File: src/rtl/pulse_train_sched_if.sv
// pulse_train_sched_if: start/config request and status bundle for the pulse-train scheduler.
// Carries the abort request only when PULSE_TRAIN_SCHED_ABORT_EN is defined.
interface pulse_train_sched_if #(
  parameter int CNT_W = 16,
  parameter int NUM_W = 8
);
  logic             start;
  logic [CNT_W-1:0] cfg_delay;
  logic [CNT_W-1:0] cfg_width;
  logic [CNT_W-1:0] cfg_period;
  logic [NUM_W-1:0] cfg_count;
  logic             pulse_out;
  logic [NUM_W-1:0] pulse_idx;
  logic             busy;
  logic             done;
  logic             cfg_err;
`ifdef PULSE_TRAIN_SCHED_ABORT_EN
  logic             abort;
  modport master (output start, cfg_delay, cfg_width, cfg_period, cfg_count, abort,
                  input  pulse_out, pulse_idx, busy, done, cfg_err);
  modport slave  (input  start, cfg_delay, cfg_width, cfg_period, cfg_count, abort,
                  output pulse_out, pulse_idx, busy, done, cfg_err);
`else
  modport master (output start, cfg_delay, cfg_width, cfg_period, cfg_count,
                  input  pulse_out, pulse_idx, busy, done, cfg_err);
  modport slave  (input  start, cfg_delay, cfg_width, cfg_period, cfg_count,
                  output pulse_out, pulse_idx, busy, done, cfg_err);
`endif
endinterface

File: src/rtl/pulse_train_sched.sv
// pulse_train_sched: emits count pulses of width cycles every period cycles after delay.
// Optional abort input enabled by defining PULSE_TRAIN_SCHED_ABORT_EN.
module pulse_train_sched #(
  parameter int    CNT_W    = 16,
  parameter int    NUM_W    = 8,
  parameter string POLARITY = "HIGH"
) (
  input logic clk,
  input logic rst_n,
  pulse_train_sched_if.slave bus
);
  localparam logic ACT = (POLARITY == "LOW") ? 1'b0 : 1'b1;
  typedef enum logic [2:0] {IDLE, DELAY, ACTIVE, GAP, DONE} state_t;
  state_t           r_state, w_state;
  logic [CNT_W-1:0] r_cnt, w_cnt, r_width, r_gap;
  logic [NUM_W-1:0] r_count, r_idx, w_idx;
  logic             r_pulse, r_busy, r_done, r_err, w_err, w_valid, w_abort, w_last;
  assign w_valid = bus.cfg_width != '0 && bus.cfg_period > bus.cfg_width && bus.cfg_count != '0;
  assign w_last  = r_cnt == '0;
`ifdef PULSE_TRAIN_SCHED_ABORT_EN
  // DONE already ends the train, so an abort there adds nothing
  assign w_abort = bus.abort && r_state != IDLE && r_state != DONE;
`else
  assign w_abort = 1'b0;
`endif
  always_comb begin
    w_state = r_state;
    w_cnt   = r_cnt;
    w_idx   = r_idx;
    w_err   = 1'b0;
    if (w_abort) w_state = DONE;
    else
      case (r_state)
        IDLE: if (bus.start) begin
          w_err = !w_valid;
          if (w_valid) begin
            w_idx   = '0;
            w_state = bus.cfg_delay == '0 ? ACTIVE : DELAY;
            w_cnt   = bus.cfg_delay == '0 ? bus.cfg_width - 1'b1 : bus.cfg_delay - 1'b1;
          end
        end
        DELAY: begin
          w_state = w_last ? ACTIVE : DELAY;
          w_cnt   = w_last ? r_width - 1'b1 : r_cnt - 1'b1;
        end
        ACTIVE: begin
          w_state = !w_last ? ACTIVE : r_idx == r_count - 1'b1 ? DONE : GAP;
          w_cnt   = w_last ? r_gap - 1'b1 : r_cnt - 1'b1;
        end
        GAP: begin
          w_state = w_last ? ACTIVE : GAP;
          w_cnt   = w_last ? r_width - 1'b1 : r_cnt - 1'b1;
          w_idx   = w_last ? r_idx + 1'b1 : r_idx;
        end
        default: w_state = IDLE;
      endcase
  end
  // outputs are registered from the next state so they line up with the state they describe
  always_ff @(posedge clk) begin
    if (!rst_n) begin
      r_state <= IDLE;
      r_cnt   <= '0;
      r_width <= '0;
      r_gap   <= '0;
      r_count <= '0;
      r_idx   <= '0;
      r_pulse <= ~ACT;
      r_busy  <= 1'b0;
      r_done  <= 1'b0;
      r_err   <= 1'b0;
    end else begin
      r_state <= w_state;
      r_cnt   <= w_cnt;
      r_idx   <= w_idx;
      r_pulse <= w_state == ACTIVE ? ACT : ~ACT;
      r_busy  <= w_state != IDLE;
      r_done  <= w_state == DONE;
      r_err   <= w_err;
      if (r_state == IDLE && bus.start) begin
        r_width <= bus.cfg_width;
        r_gap   <= bus.cfg_period - bus.cfg_width;
        r_count <= bus.cfg_count;
      end
    end
  end
  assign bus.pulse_out = r_pulse;
  assign bus.pulse_idx = r_idx;
  assign bus.busy      = r_busy;
  assign bus.done      = r_done;
  assign bus.cfg_err   = r_err;
endmodule

File: src/flat_wrapper.sv
// flat-port wrapper written by rule: the top's interface ports become plain ports
module pulse_train_sched_flat 
#(
  parameter int    CNT_W    = 16,
  parameter int    NUM_W    = 8,
  parameter string POLARITY = "    "
)
  (clk, rst_n, bus_start, bus_cfg_delay, bus_cfg_width, bus_cfg_period, bus_cfg_count, bus_pulse_out, bus_pulse_idx, bus_busy, bus_done, bus_cfg_err);
  pulse_train_sched_if #(.CNT_W(CNT_W), .NUM_W(NUM_W)) bus_i ();
  input logic clk;
  input logic rst_n;
  input wire logic [$bits(bus_i.start)-1:0] bus_start;
  input wire logic [$bits(bus_i.cfg_delay)-1:0] bus_cfg_delay;
  input wire logic [$bits(bus_i.cfg_width)-1:0] bus_cfg_width;
  input wire logic [$bits(bus_i.cfg_period)-1:0] bus_cfg_period;
  input wire logic [$bits(bus_i.cfg_count)-1:0] bus_cfg_count;
  output wire logic [$bits(bus_i.pulse_out)-1:0] bus_pulse_out;
  output wire logic [$bits(bus_i.pulse_idx)-1:0] bus_pulse_idx;
  output wire logic [$bits(bus_i.busy)-1:0] bus_busy;
  output wire logic [$bits(bus_i.done)-1:0] bus_done;
  output wire logic [$bits(bus_i.cfg_err)-1:0] bus_cfg_err;
  assign bus_i.start = bus_start;
  assign bus_i.cfg_delay = bus_cfg_delay;
  assign bus_i.cfg_width = bus_cfg_width;
  assign bus_i.cfg_period = bus_cfg_period;
  assign bus_i.cfg_count = bus_cfg_count;
  assign bus_pulse_out = bus_i.pulse_out;
  assign bus_pulse_idx = bus_i.pulse_idx;
  assign bus_busy = bus_i.busy;
  assign bus_done = bus_i.done;
  assign bus_cfg_err = bus_i.cfg_err;
  pulse_train_sched #(.CNT_W(CNT_W), .NUM_W(NUM_W), .POLARITY(POLARITY)) u_core (.clk(clk), .rst_n(rst_n), .bus(bus_i));
endmodule
File: config.mk
export PLATFORM = sky130hd
export DESIGN_NAME = pulse_train_sched_flat
export DESIGN_NICKNAME = d
export VERILOG_FILES = /design/src/rtl/pulse_train_sched_if.sv /design/src/rtl/pulse_train_sched.sv /design/src/flat_wrapper.sv
export SDC_FILE = /design/constraint.sdc
export NUM_CORES = 1
export LEC_CHECK = 0
export BUFFER_PORTS_ARGS = -buffer_cell sky130_fd_sc_hd__buf_2
export CAP_MARGIN = 15
export CORE_ASPECT_RATIO = 0.9
export CORE_MARGIN = 2
export CORE_UTILIZATION = 59
export DETAILED_ROUTE_END_ITERATION = 8
export PLACE_DENSITY = 0.81
export SLEW_MARGIN = 20
export SYNTH_ARGS = -nofsm -noshare
export SYNTH_HDL_FRONTEND = slang
export SYNTH_SLANG_ARGS = --single-unit
File: constraint.sdc
create_clock -name clk -period 3.4 [get_ports clk]
set_input_delay 0.17 -clock clk [delete_from_list [all_inputs] [get_ports clk]]
set_output_delay 0.17 -clock clk [all_outputs]
set_load 0.005 [all_outputs]
==> summary.md <==
| Metric | Value |
|---|---|
| Status | finished clean |
| Startpoint Class | flop |
| Final Skew | 18.1 ps |
| Post-Syn Nets | 837 |
| Worst path slowest cell | nor4_4 |
| Mapped Avg Cell Area | between 7 and 8 um2 |
| Post-synthesis register bit count | 71 |
| Iter 0 DRT Violations | approximately 700 |
| Dominant cells by area after synthesis | dfxtp_1 26%, a21oi_1 7.5%, nand2_1 6.8%, xnor2_1 5.7%, ha_1 5.0% |
| Hold_buf cts | 0 |
| Num CTS Buffers | 9 |
| Area grow syn2layout | 11.3% |
| Antenna fix cells | 0 |
| Final ANT Viol Nets | 0 |
| Core area | 9130 um2 |
| DIE AREA | ~10000 um2 |
| Multi-input gate area | between 3000 and 4000 um2 |
| Drt total wl | about 18000 um |
| Port bufs | 70 |
| Vias in the first global route | approximately 5600 |
| YS warnings | 0 |
| Max-slew violations | 0 |
| # DRC | 0 |
| DRT Pass-1 Iters | 6 |
| Hold crit path type | primary input to flop |
| # rows | 33 |
| Number of synthesized flops with an enable pin | 0 |
| # resized after CTS | 0 |
| Seq/Total Area, Yosys | 0.256 |
| WS Path Type | flop to flop |
| Clock sinks | 71 |
| Vias | between 6000 and 7000 |
| Leak pwr | about 2.4 nW |
| Starting Density | 0.609 |
| Total GRT Usage | 0.353 |
| Final instance area | about 6000 um2 |
| Max Freq | around 0.34 GHz |
| Slew margin rel. | 0.389 |
| Reg clk slew, reported paths | ~100 ps |
| Final Cycle Share | 0.872 |
| Wire per inst | about 19 um |
| CP cell instances | inv_1, ha_1, or4b_4, nor4_4, and3_1, a21oi_4, or4_1, a21oi_1 |
| Post-synth top cells | 101 x nand2_1, 83 x a21oi_1, 71 x dfxtp_1 |
| WP data arrival | ~3300 ps |
| Cell with the most instances after synthesis | nand2_1 |
| CTS tree | yes |
| Storage cell area | between 1000 and 1500 um2 |
| Share of layout cells above drive strength 1 | 0.136 |
| Skew-Pair Late Insertion Delay | about 370 ps |
| HPWL after DPL | 14100 um |
| Slowest stage delay, CP | 560 ps |
| RSZ-0062 raised after global routing | false |
| CTS root buffer | clkbuf_8 |
| Placed Instance Area | roughly 6000 um2 |
| Distinct cells, synth | approximately 70 |
| First-pass GRT wire length | ~28000 um |
| Initial antenna violation count | 0 |
| RD Place Congestion | around 1.1 |
| Final #Nets | between 800 and 900 |
| Ys async rst share | 0 |
| Fillers | a little over 800 |
| Postcts setup bufs | 0 |
| Peak supply drop | roughly 220 uV |
| CP Data Required Time | ~3700 ps |
| Share of the synthesized area in the top cell type | 0.256 |
| Post-synthesis cell count | between 700 and 800 |
| H-tree Lvls | 3 |
| Die Ht | between 90 and 100 um |
| Final non-filler cell total | between 900 and 1000 |
| PwrDens | around 450 nW/um2 |
| Final min period | 2970 ps |
| Final setup viols | 0 |
| Clock buffer depth | 2 |
| Post-synth top area cell | dfxtp_1 |
| Final Hold Fails | 0 |
| Die Width | 106 um |
| Grt ovf | 0 |
| Largest net degree at the start of global routing | 56 |
| Crit path capture type | flop |
| Placed cell count | between 900 and 1000 |
| Worst-Margin Slew | between 900 and 1000 ps |
| Max cap viols | 0 |
| Post-Syn Area | around 5600 um2 |
| Crit-path max FO | 10 |
| Synth Flop Type | dfxtp_1 |
| Via density | between 6 and 7 |
| Setup tns final | 0 ps |
| Top Ports | a little over 70 |
[per-layer routing]
| layer | global-route usage | vias to the layer above | wire length, um |
|---|---|---|---|
| met2 | 0.545 | 418 | 7840 |
| met1 | 0.497 | 2872 | 7870 |
| met5 | 0 | - | 0 |
| met3 | 0.0616 | 53 | 1930 |
| li1 | - | 2932 | - |
| met4 | 0.127 | 0 | 517 |
[worst paths after layout]
| kind | start | endpoint | slack (ps) | cells after the start |
|---|---|---|---|---|
| max | u_core.r_cnt[0] | u_core.bus.pulse_idx[7] | 430 | 8 |
| min | bus_cfg_count[4] | u_core.r_count[4] | 50 | 3 |
| max reg2reg | u_core.r_cnt[0] | u_core.bus.pulse_idx[7] | 430 | 8 |
| min reg2reg | u_core.r_cnt[8] | u_core.r_cnt[8] | 460 | 2 |
[power breakdown]
group          internal [mW]  switching [mW]
Clock                  0.278           0.366
Combinational          0.417           0.673
Sequential             0.914           0.104
[sequential cells by signal, indices dropped and copies added, names as in the netlist]
register,count
u_core.r_width,16
u_core.r_count,8
u_core.bus.pulse_idx,8
u_core.bus.cfg_err,1
u_core.bus.pulse_out,1
u_core.r_cnt,16
u_core.r_gap,16
u_core.bus.busy,1
u_core.r_state,3
u_core.bus.done,1
[cell usage in the layout, fill, tap and decap left out, types with 6 or more instances in the layout]
master,netlist,final
nand2_1,101,101
a21oi_1,83,83
dfxtp_1,71,71
buf_2,3,70
nor2_1,56,56
xnor2_1,36,36
inv_1,32,32
o21ai_0,29,29
nor3_1,29,29
or3_1,22,22
nor4_1,22,22
ha_1,22,22
nand3_1,18,18
xor2_1,18,18
a211oi_1,18,18
or4_1,13,13
buf_4,1,12
o31ai_1,11,11
o22ai_1,11,11
nand4_1,10,10
clkbuf_8,0,9
a21o_1,7,7
nand2b_1,6,6
a31oi_1,6,6
[cell type report]
cell class,count,area share
clock buffers,9,0.0200
inverters,32,0.0194
clock inverters,7,0.00991
repair buffers,82,0.0712
flip-flops and latches,71,0.230
multi-input cells,618,0.625
well taps,122,0.0247
[cells by family after synthesis]
group / synth area share
fa+ha+maj: 0.0531
xor+xnor: 0.0851
compound gates: 0.269
mux: 0.00743
buf+inv: 0.0486
simple gates: 0.281
flops: 0.256
[critical path, delay by kind of cell (launching register included)]
kind / cells / cell delay [ps]
simple gates: 4 / 2020
flops: 1 / 350
compound gates: 2 / 240
fa+ha+maj: 1 / 190
buf+inv: 1 / 90
[through the flow]
step           worst slack [ps]  utilization  total power [mW]  hold slack (ps)
5_1_grt                     301        0.678              2.89             63.0
4_1_cts                     483        0.678              2.72             42.2
3_3_place_gp                324        0.657              2.05              419
2_1_floorplan               733            -              1.79              306
6_report                    434        0.678              2.75             48.7
3_5_place_dp                279        0.657              2.09              428
No activity file was read; power rests on OpenSTA's default activity.
